`src/rtl/sdram_avalon_arbiter.sv`:
```
// -----------------------------------------------------------------------------
// sdram_avalon_arbiter
//
// Two-master arbiter in front of the single Avalon-MM slave port of the SDRAM
// controller. Master W (image writer) only writes; master R (VGA FIFO filler)
// only reads. Reads win ties because the display is real-time, but a run
// counter forces a yield to a waiting writer after FAIR_LIMIT consecutive
// accepted reads, and the same limit applies to a writer run. Outstanding
// pipelined reads are counted and capped at MAX_PENDING; read data returns to
// R straight from the controller with no added latency, in every state.
//
// Parameters
//   ADDR_W       address width
//   DATA_W       data width
//   MAX_PENDING  outstanding reads allowed (1..15)
//   FAIR_LIMIT   accepted transfers per run before yielding (1..255)
//
// Ports
//   iCLK, iRST                    clock, asynchronous active-high reset
//   iWR_REQ/ADDR/DATA, oWR_WAIT   write master W
//   iRD_REQ/ADDR, oRD_WAIT        read master R command side
//   oRD_DATA, oRD_DATAVALID       read master R return side
//   oS_ADDR/WRDATA/RD/WR, iS_WAIT controller command side
//   iS_RDDATA, iS_RDDATAVALID     controller return side
//   oPENDING                      current outstanding read count
//
// Optional build macro ARB_STATS_EN adds the statistics outputs
//   oSTAT_RD_CNT, oSTAT_WR_CNT, oSTAT_MAX_PEND, oSTAT_STALL_CNT.
// Without it those ports do not exist and arbitration is unchanged.
// -----------------------------------------------------------------------------
module sdram_avalon_arbiter #(
  parameter int ADDR_W      = 25,
  parameter int DATA_W      = 16,
  parameter int MAX_PENDING = 4,
  parameter int FAIR_LIMIT  = 32
) (
  input  logic              iCLK,
  input  logic              iRST,
  // write master W
  input  logic              iWR_REQ,
  input  logic [ADDR_W-1:0] iWR_ADDR,
  input  logic [DATA_W-1:0] iWR_DATA,
  output logic              oWR_WAIT,
  // read master R
  input  logic              iRD_REQ,
  input  logic [ADDR_W-1:0] iRD_ADDR,
  output logic              oRD_WAIT,
  output logic [DATA_W-1:0] oRD_DATA,
  output logic              oRD_DATAVALID,
  // SDRAM controller slave port
  output logic [ADDR_W-1:0] oS_ADDR,
  output logic [DATA_W-1:0] oS_WRDATA,
  output logic              oS_RD,
  output logic              oS_WR,
  input  logic              iS_WAIT,
  input  logic [DATA_W-1:0] iS_RDDATA,
  input  logic              iS_RDDATAVALID,
  output logic [3:0]        oPENDING
`ifdef ARB_STATS_EN
  ,
  output logic [31:0]       oSTAT_RD_CNT,
  output logic [31:0]       oSTAT_WR_CNT,
  output logic [3:0]        oSTAT_MAX_PEND,
  output logic [31:0]       oSTAT_STALL_CNT
`endif
);

  typedef enum logic [1:0] {
    IDLE   = 2'd0,
    GNT_RD = 2'd1,
    GNT_WR = 2'd2
  } state_e;

  localparam logic [3:0] MAX_P  = 4'(MAX_PENDING);
  localparam logic [7:0] FAIR_L = 8'(FAIR_LIMIT);

  state_e     state_q, state_d;
  logic [3:0] pending_q, pending_d;
  logic [7:0] run_q, run_d;
  // Set when the last read grant ended with its run exhausted, so the next
  // tie in IDLE goes to the writer instead of the reader.
  logic       wr_turn_q, wr_turn_d;

  logic       rd_room;
  logic       rd_accept;
  logic       wr_accept;
  logic [7:0] run_inc;

  assign rd_room   = (pending_q < MAX_P);
  assign rd_accept = oS_RD & ~iS_WAIT;
  assign wr_accept = oS_WR & ~iS_WAIT;
  // Run count after one more accept, saturating at the limit.
  assign run_inc   = (run_q == FAIR_L) ? run_q : run_q + 8'd1;

  // ---------------------------------------------------------------------------
  // Slave-side and wait outputs: combinational from the grant state and the
  // granted master's inputs, so a held request is accepted the same cycle the
  // controller drops its waitrequest.
  // ---------------------------------------------------------------------------
  // NOTE: every output gets a default before the case so no path leaves it
  // unassigned; otherwise synthesis infers a latch.
  always_comb begin
    oS_ADDR   = '0;
    oS_WRDATA = '0;
    oS_RD     = 1'b0;
    oS_WR     = 1'b0;
    oRD_WAIT  = 1'b1;
    oWR_WAIT  = 1'b1;
    unique case (state_q)
      GNT_RD: begin
        oS_ADDR  = iRD_ADDR;
        oS_RD    = iRD_REQ & rd_room;
        // At the pending limit R must keep holding its request.
        oRD_WAIT = iS_WAIT | ~rd_room;
      end
      GNT_WR: begin
        oS_ADDR   = iWR_ADDR;
        oS_WRDATA = iWR_DATA;
        oS_WR     = iWR_REQ;
        oWR_WAIT  = iS_WAIT;
      end
      default: ;
    endcase
  end

  // ---------------------------------------------------------------------------
  // Grant sequencing. A grant is only left when its master has no request
  // pending, or right on an accept, so an unaccepted request never loses the
  // bus and its address/data stay valid under Avalon hold rules.
  // ---------------------------------------------------------------------------
  always_comb begin
    state_d   = state_q;
    run_d     = run_q;
    wr_turn_d = wr_turn_q;
    unique case (state_q)
      IDLE: begin
        if (iRD_REQ && rd_room && !(iWR_REQ && wr_turn_q)) begin
          state_d = GNT_RD;
          run_d   = '0;
        end else if (iWR_REQ) begin
          state_d = GNT_WR;
          run_d   = '0;
        end
      end
      GNT_RD: begin
        if (rd_accept) run_d = run_inc;
        if (!iRD_REQ || (rd_accept && iWR_REQ && run_inc == FAIR_L)) begin
          state_d   = IDLE;
          wr_turn_d = (run_d == FAIR_L);
        end
      end
      GNT_WR: begin
        if (wr_accept) run_d = run_inc;
        if (!iWR_REQ || (wr_accept && iRD_REQ && run_inc == FAIR_L)) begin
          state_d   = IDLE;
          wr_turn_d = 1'b0;
        end
      end
      default: state_d = IDLE;
    endcase
  end

  // Outstanding read count. A return with nothing outstanding (possible
  // right after a reset that dropped in-flight reads) leaves it at zero.
  always_comb begin
    pending_d = pending_q;
    if (rd_accept && !iS_RDDATAVALID) begin
      pending_d = pending_q + 4'd1;
    end else if (!rd_accept && iS_RDDATAVALID && pending_q != 4'd0) begin
      pending_d = pending_q - 4'd1;
    end
  end

  // NOTE: state registers use non-blocking assignments so every flop samples
  // the pre-edge value of the others regardless of statement order.
  always_ff @(posedge iCLK or posedge iRST) begin
    if (iRST) begin
      state_q   <= IDLE;
      pending_q <= '0;
      run_q     <= '0;
      wr_turn_q <= 1'b0;
    end else begin
      state_q   <= state_d;
      pending_q <= pending_d;
      run_q     <= run_d;
      wr_turn_q <= wr_turn_d;
    end
  end

  assign oPENDING = pending_q;

  // Return path is a pure wire so in-flight data survives a reset or a
  // write grant.
  assign oRD_DATA      = iS_RDDATA;
  assign oRD_DATAVALID = iS_RDDATAVALID;

`ifdef ARB_STATS_EN
  // ---------------------------------------------------------------------------
  // Statistics. Counters wrap and clear only on reset. The high-water mark
  // follows the next pending value so it agrees with oPENDING a cycle later.
  // ---------------------------------------------------------------------------
  logic [31:0] stat_rd_q, stat_wr_q, stat_stall_q;
  logic [3:0]  stat_max_q;
  logic        stall;

  assign stall = (iRD_REQ & oRD_WAIT) | (iWR_REQ & oWR_WAIT);

  always_ff @(posedge iCLK or posedge iRST) begin
    if (iRST) begin
      stat_rd_q    <= '0;
      stat_wr_q    <= '0;
      stat_stall_q <= '0;
      stat_max_q   <= '0;
    end else begin
      if (rd_accept) stat_rd_q <= stat_rd_q + 32'd1;
      if (wr_accept) stat_wr_q <= stat_wr_q + 32'd1;
      if (stall) stat_stall_q <= stat_stall_q + 32'd1;
      if (pending_d > stat_max_q) stat_max_q <= pending_d;
    end
  end

  assign oSTAT_RD_CNT    = stat_rd_q;
  assign oSTAT_WR_CNT    = stat_wr_q;
  assign oSTAT_MAX_PEND  = stat_max_q;
  assign oSTAT_STALL_CNT = stat_stall_q;
`endif

endmodule

```
`config.mk`:
```
export PLATFORM = sky130hd
export DESIGN_NAME = sdram_avalon_arbiter
export DESIGN_NICKNAME = d
export VERILOG_FILES = /design/src/rtl/sdram_avalon_arbiter.sv
export SDC_FILE = /design/constraint.sdc
export NUM_CORES = 1
export LEC_CHECK = 0
export BUFFER_PORTS_ARGS = -buffer_cell sky130_fd_sc_hd__buf_4
export CAP_MARGIN = 5
export CORE_MARGIN = 10
export CORE_UTILIZATION = 37
export DETAILED_ROUTE_END_ITERATION = 12
export GPL_TIMING_DRIVEN = 0
export PLACE_DENSITY = 0.78
export REMOVE_ABC_BUFFERS = 1
export SYNTH_ARGS = -nofsm -noshare
export SYNTH_HDL_FRONTEND = slang
export SYNTH_SLANG_ARGS = --single-unit
```
`constraint.sdc`:
```
create_clock -name iCLK -period 2.2 [get_ports iCLK]
set_input_delay 0.33 -clock iCLK [delete_from_list [all_inputs] [get_ports iCLK]]
set_output_delay 0.33 -clock iCLK [all_outputs]
set_load 0.01 [all_outputs]
```
==> After elaboration in Yosys (flattened, before gate mapping) <==
Cells that the tools add are included.
{ "op_classes": {"n_reduce_logical": 25, "eq_ne": 9, "n_lt_le_gt_ge": 1, "addsub": 3, "bitwise_logic": 6, "n_mux": 23} }
{ "op_table": {"columns": ["cell", "count"], "rows": [
  ["$pmux W25 S2", 1],
  ["$mux W8", 6],
  ["$eq A8 B6 Y1 const B", 3],
  ["$pmux W8 S3", 1],
  ["$mux W16", 1],
  ["$logic_and A1 B1 Y1", 10],
  ["$reduce_and A3 Y1", 3],
  ["$add A8 B1 Y8 const B", 1],
  ["$mux W2", 4],
  ["$mux W4", 2],
  ["$mux W1", 6],
  ["$ne A2 B2 Y1 const B", 3],
  ["$pmux W2 S3", 1],
  ["$logic_not A1 Y1", 5],
  ["$add A4 B1 Y4 const B", 1],
  ["$lt A4 B3 Y1 const B", 1],
  ["$reduce_bool A2 Y1", 2],
  ["$reduce_bool A4 Y1", 1],
  ["$sub A4 B1 Y4 const B", 1],
  ["$and A1 B1 Y1", 3],
  ["$ne A3 B3 Y1 const B", 1],
  ["$reduce_bool A3 Y1", 1],
  ["$eq A2 B1 Y1 const B", 1],
  ["$eq A2 B2 Y1 const B", 1],
  ["5 further kinds", 7]
]} }
{ "word_totals": {"output_inout_bits": 66, "word_cells": 71, "regBits": 15} }

==> Logic depth before layout (Yosys ltp) <==
{ "depth": {"word_depth": 9, "ltp_mapped": 12, "ltp_nobuf": 11} }

==> Worst setup path after synthesis <==
No wires, ideal clock.
{ "synth_timing": {"kind": "flip-flop to flip-flop", "start": "reg state_q[1]", "end": "reg pending_q[3], in the netlist oPENDING[3]", "setup_time_ps": 83, "arrival_time_ps": 2323, "path_stages_with_launch": 13, "synth_period_minus_slack_ps": 2406, "required_time_ps": 2117, "slack_ps": -206, "cell_sequence": "dfrtp_1 > inv_1 > ha_1 > buf_2 > nand2b_1 > nor3_2 > nand2b_1 > ha_1 > a21o_1 > a21oi_1 > nor4b_1 > a21oi_1 > o21ai_0"} }
{ "synth_via": {"elab_chain_cells": 7} }
{ "synth_lines": {"columns": ["item", "line", "source"], "rows": [
  ["from (decl)", "77", "state_e state_q, state_d;"],
  ["from (signal assigned)", "183", "state_q <= state_d;"],
  ["$eq A2 B1 Y1 (*)", "109", "unique case (state_q)"],
  ["$mux W1 (*)", "109", null],
  ["$and A1 B1 Y1 (*)", "90", "assign rd_accept = oS_RD & ~iS_WAIT;"],
  ["$logic_not A1 Y1", "169", "end else if (!rd_accept && iS_RDDATAVALID && pending_q != 4'd0) begin"],
  ["$logic_and A1 B1 Y1 (2 in series)", "169", null],
  ["$reduce_bool A2 Y1 (no source line)", null, null],
  ["to (signal assigned)", "184", "pending_q <= pending_d;"],
  ["to (decl)", "78", "logic [3:0] pending_q, pending_d;"]
]} }
Every way passes the cells marked *; elsewhere a longest branch is shown, timed or not.
A chain may end at the register's enable or synchronous reset.

==> Final worst setup path <==
{ "layout_timing": {"start": "reg run_q[1]", "end": "reg state_q[1]"} }
{ "layout_via": {"elab_chain_cells": 7} }
{ "layout_lines": {"columns": ["item", "line", "source"], "rows": [
  ["from (decl)", "79", "logic [7:0] run_q, run_d;"],
  ["from (signal assigned)", "185", "run_q <= run_d;"],
  ["$add A8 B1 Y8 / $eq A8 B6 Y1 (equally long branches)", "93", "assign run_inc = (run_q == FAIR_L) ? run_q : run_q + 8'd1;"],
  ["$mux W8 (*)", "93", null],
  ["$eq A8 B6 Y1 (*)", "147, 154", null],
  ["$logic_and A1 B1 Y1, on equally long branches", "154, 147", null],
  ["$logic_or A1 B1 Y1, on equally long branches", "154, 147", null],
  ["$ne A2 B2 Y1 (no source line)", null, null],
  ["$reduce_and A3 Y1 (no source line) (*)", null, null]
]} }
Marked as above.

==> reports/qor.csv <==
metric,value,unit
die-area,8920,um2
drive_above_1_share,49.5,%
pwr-share-clk,7.4,%
numPlacedInstances,429,
grt_overflow,0,
max_stage_delay,450,ps
ir_worst_vdd,849,uV
drcViolationCount,0,
die_w,94.5,um
nets,488,
grt_max_degree,52,
cp_max_fo,3,
grt_first_pass_wirelength,12200,um
yosys_register_bits,15,
tns,0,ps
firstDrtPassIters,8,
required,2340,ps
synthTopCellsByArea,"dfrtp_1 18%, a22oi_1 9.5%, nor2b_1 7.9%, buf_4 7.0%, and2_1 5.5%",
p_sw,1.54,mW
vias,2571,
maxSlewHeadroom,57.4,%
num_antenna_cells,0,
cp.buffers_inverters,2,
p_comb_share,78.0,%
slew_viol_final,0,
tightest_slew,638,ps
dp_hpwl,6090,um
fin_crit_sh,98.5,%
post_layout_nonfiller_instances,462,
grt_pass1_vias,2245,
period_needed,2170,ps
grt_util_all_layers,16.6,%
p_per_area,1010,nW/um2
cp_common_cell,buf_4,
ys_seq_area_share,18.3,%
cts-htree-levels,1,
startpoint_type,flop,
rsz0062_at_grt,true,
worstSetupEndpointType,flop,
wire_per_inst,19.3,um
synthCells,273,
internal-power,1.81,mW
viasPerCell,5.56,
r2r_setup_slack,30,ps
worst_path_dominant_cell_family,compound AO/OA/AOI/OAI gates,
syn_area,2050,um2
std_cell_rows,27,
p_sw_share,46.1,%
final-hold-violation-count,0,
num_io_pins,154,
synth_top_area_share,18.3,%
cts_max_path_buffers,2,
core_area,5440,um2
cts-root-buf,clkbuf_8,
synthFlopType,dfrtp_1,
path_clk_slew,70,ps
gp_congestion,0.896,
cts_tree,built,
max_cap_viol_count,0,
areaGrowthSynthToFinish,62.0,%
synth-async-reset-ratio,100,%
io_buffers,121,
pwr-share-seq,14.6,%
yosys.area.top_type,dfrtp_1,
path_cells,buf_4 > buf_4 > and4_1 > a21o_1 > a21oi_1 > nand4b_1 > o21ai_1 > a2bb2oi_1 > o211ai_1,
synth.distinct_cells,54,
numCtsBuffers,3,
regArea,382,um2
fillCellCount,467,
drt-total-wl,8920,um
setup_viol_count_final,0,
die_y,94.5,um
multi_input_area,1600,um2
cp_data_arrival_time,2300,ps
leakage,1.49,nW
antenna_found_initial,0,
critPathKind,flop to flop,
clock_latency,260,ps
ant_nets,0,
drt_iter0_drc,199,
outcome,finished clean,
initial_utilization,37.7,%
cts-hold-fix-buffers,0,
hp-class,input port to async pin,
fmax,0.461,GHz
syn_area_per_cell,7.52,um2
synth_edf_count,0,
finClkSkew,3.53,ps
critPathSlowestCell,dfrtp_2,
yosys_warnings,0,
clock_sinks,15,
[worst register-to-register path, stage by stage (launching register included)]
cell and delay [ps]:
dfrtp_2 450, buf_4 150, buf_4 130, and4_1 220, a21o_1 180, a21oi_1 200
nand4b_1 190, o21ai_1 200, a2bb2oi_1 200, o211ai_1 110
[sequential cells by signal, summed over array words and instances (netlist names)]
| register | flops |
|---|---|
| oPENDING | 4 |
| run_q | 8 |
| state_q | 2 |
| wr_turn_q | 1 |
[cells by family (layout without fill, tap and decap cells)]
family          after synthesis  count (layout)  share of synthesized area (%)
simple gates                106             106                           30.9
compound gates               87              87                           28.2
buf+inv                      48             165                           12.9
flops                        15              15                           18.3
fa+ha+maj                     9               9                           5.85
xor+xnor                      4               4                           1.71
mux                           4               4                           2.07
[worst paths after layout]
| kind | startpoint | depth (start not counted) | end |
|---|---|---|---|
| hold reg to reg | wr_turn_q | 2 | wr_turn_q |
| min in group iCLK | iS_RDDATAVALID | 4 | oPENDING[3] |
| setup / recovery | run_q[1] | 9 | state_q[1] |
| hold / removal | iRST | 2 | oPENDING[0] |
| max in group asynchronous | iRST | 2 | run_q[1] |
| setup reg to reg | run_q[1] | 9 | state_q[1] |
[power by group through the flow]
| stage | sequential, mW | clock (mW) | combinational, mW |
|---|---|---|---|
| floorplan | 0.453 | 0 | 1.24 |
| global placement | 0.458 | 0 | 2.07 |
| detailed placement | 0.462 | 0 | 2.12 |
| CTS | 0.467 | 0.248 | 2.27 |
| global route | 0.507 | 0.256 | 2.83 |
| finish | 0.489 | 0.247 | 2.61 |
[stage by stage]
step	area, um2	hold WS [ps]	power [mW]	setup slack (ps)	utilization [%]
3_5_place_dp	2830	448	2.58	-1540	52.0
6_report	3320	152	3.35	31.9	61.1
2_1_floorplan	1830	231	1.69	-722	-
4_1_cts	3020	171	2.99	6.48	55.6
5_1_grt	3320	194	3.59	-74.0	61.1
3_3_place_gp	2830	452	2.53	-1420	52.0
[Yosys cell counts, drive strengths merged, types with 10 or more instances]
master / n
and2: 18
a21oi: 17
buf: 25
nor2: 13
clkbuf: 12
nand2: 13
a22oi: 26
dfrtp: 15
o21ai: 15
nor2b: 26
inv: 11
nand3: 10
[routing by layer]
metal | vias to the layer above | share of wire [%] | wire (um) | track usage, %
li1 | 1204 | - | - | -
met1 | 1158 | 40 | 3580 | 20.3
met2 | 187 | 47 | 4200 | 27.7
met3 | 22 | 12 | 1030 | 5.79
met4 | 0 | 1.3 | 113 | 2.87
met5 | - | 0 | 0 | 0
[layout make-up]
| cell class | instances | area share [%] |
|---|---|---|
| Inverter | 11 | 1.39 |
| Sequential cell | 15 | 11.5 |
| Multi-Input combinational cell | 210 | 48.1 |
| Clock buffer | 3 | 1.24 |
| Tap cell | 72 | 2.71 |
| Timing Repair Buffer | 150 | 35.0 |
| Clock inverter | 1 | 0.151 |
[cell usage in the layout, fill, tap and decap left out, types with 3 or more instances in the layout]
cell,netlist,routed
o21ai_1,6,5
nand3_1,8,8
o22ai_1,5,5
nand2_1,12,12
clkbuf_8,0,3
ha_4,0,7
a22oi_1,26,26
xnor2_1,3,3
a21oi_1,16,15
buf_4,19,146
nand2b_4,0,3
nor2_1,13,13
o21ai_0,9,8
nor2b_1,26,26
nand4_1,4,4
and2_1,18,17
a31oi_1,8,6
dfrtp_2,0,5
dfrtp_1,15,10
nand2b_1,7,4
inv_1,11,8
[repair_timing]
action | in CTS | in global routing
endpoints found under the setup margin | 59 | 34
pin swaps | 3 | 13
hold endpoints to repair | 0 | 0
gates resized for setup | 23 | 21
setup buffers | 5 | 24
No activity file was read; power rests on OpenSTA's default activity.
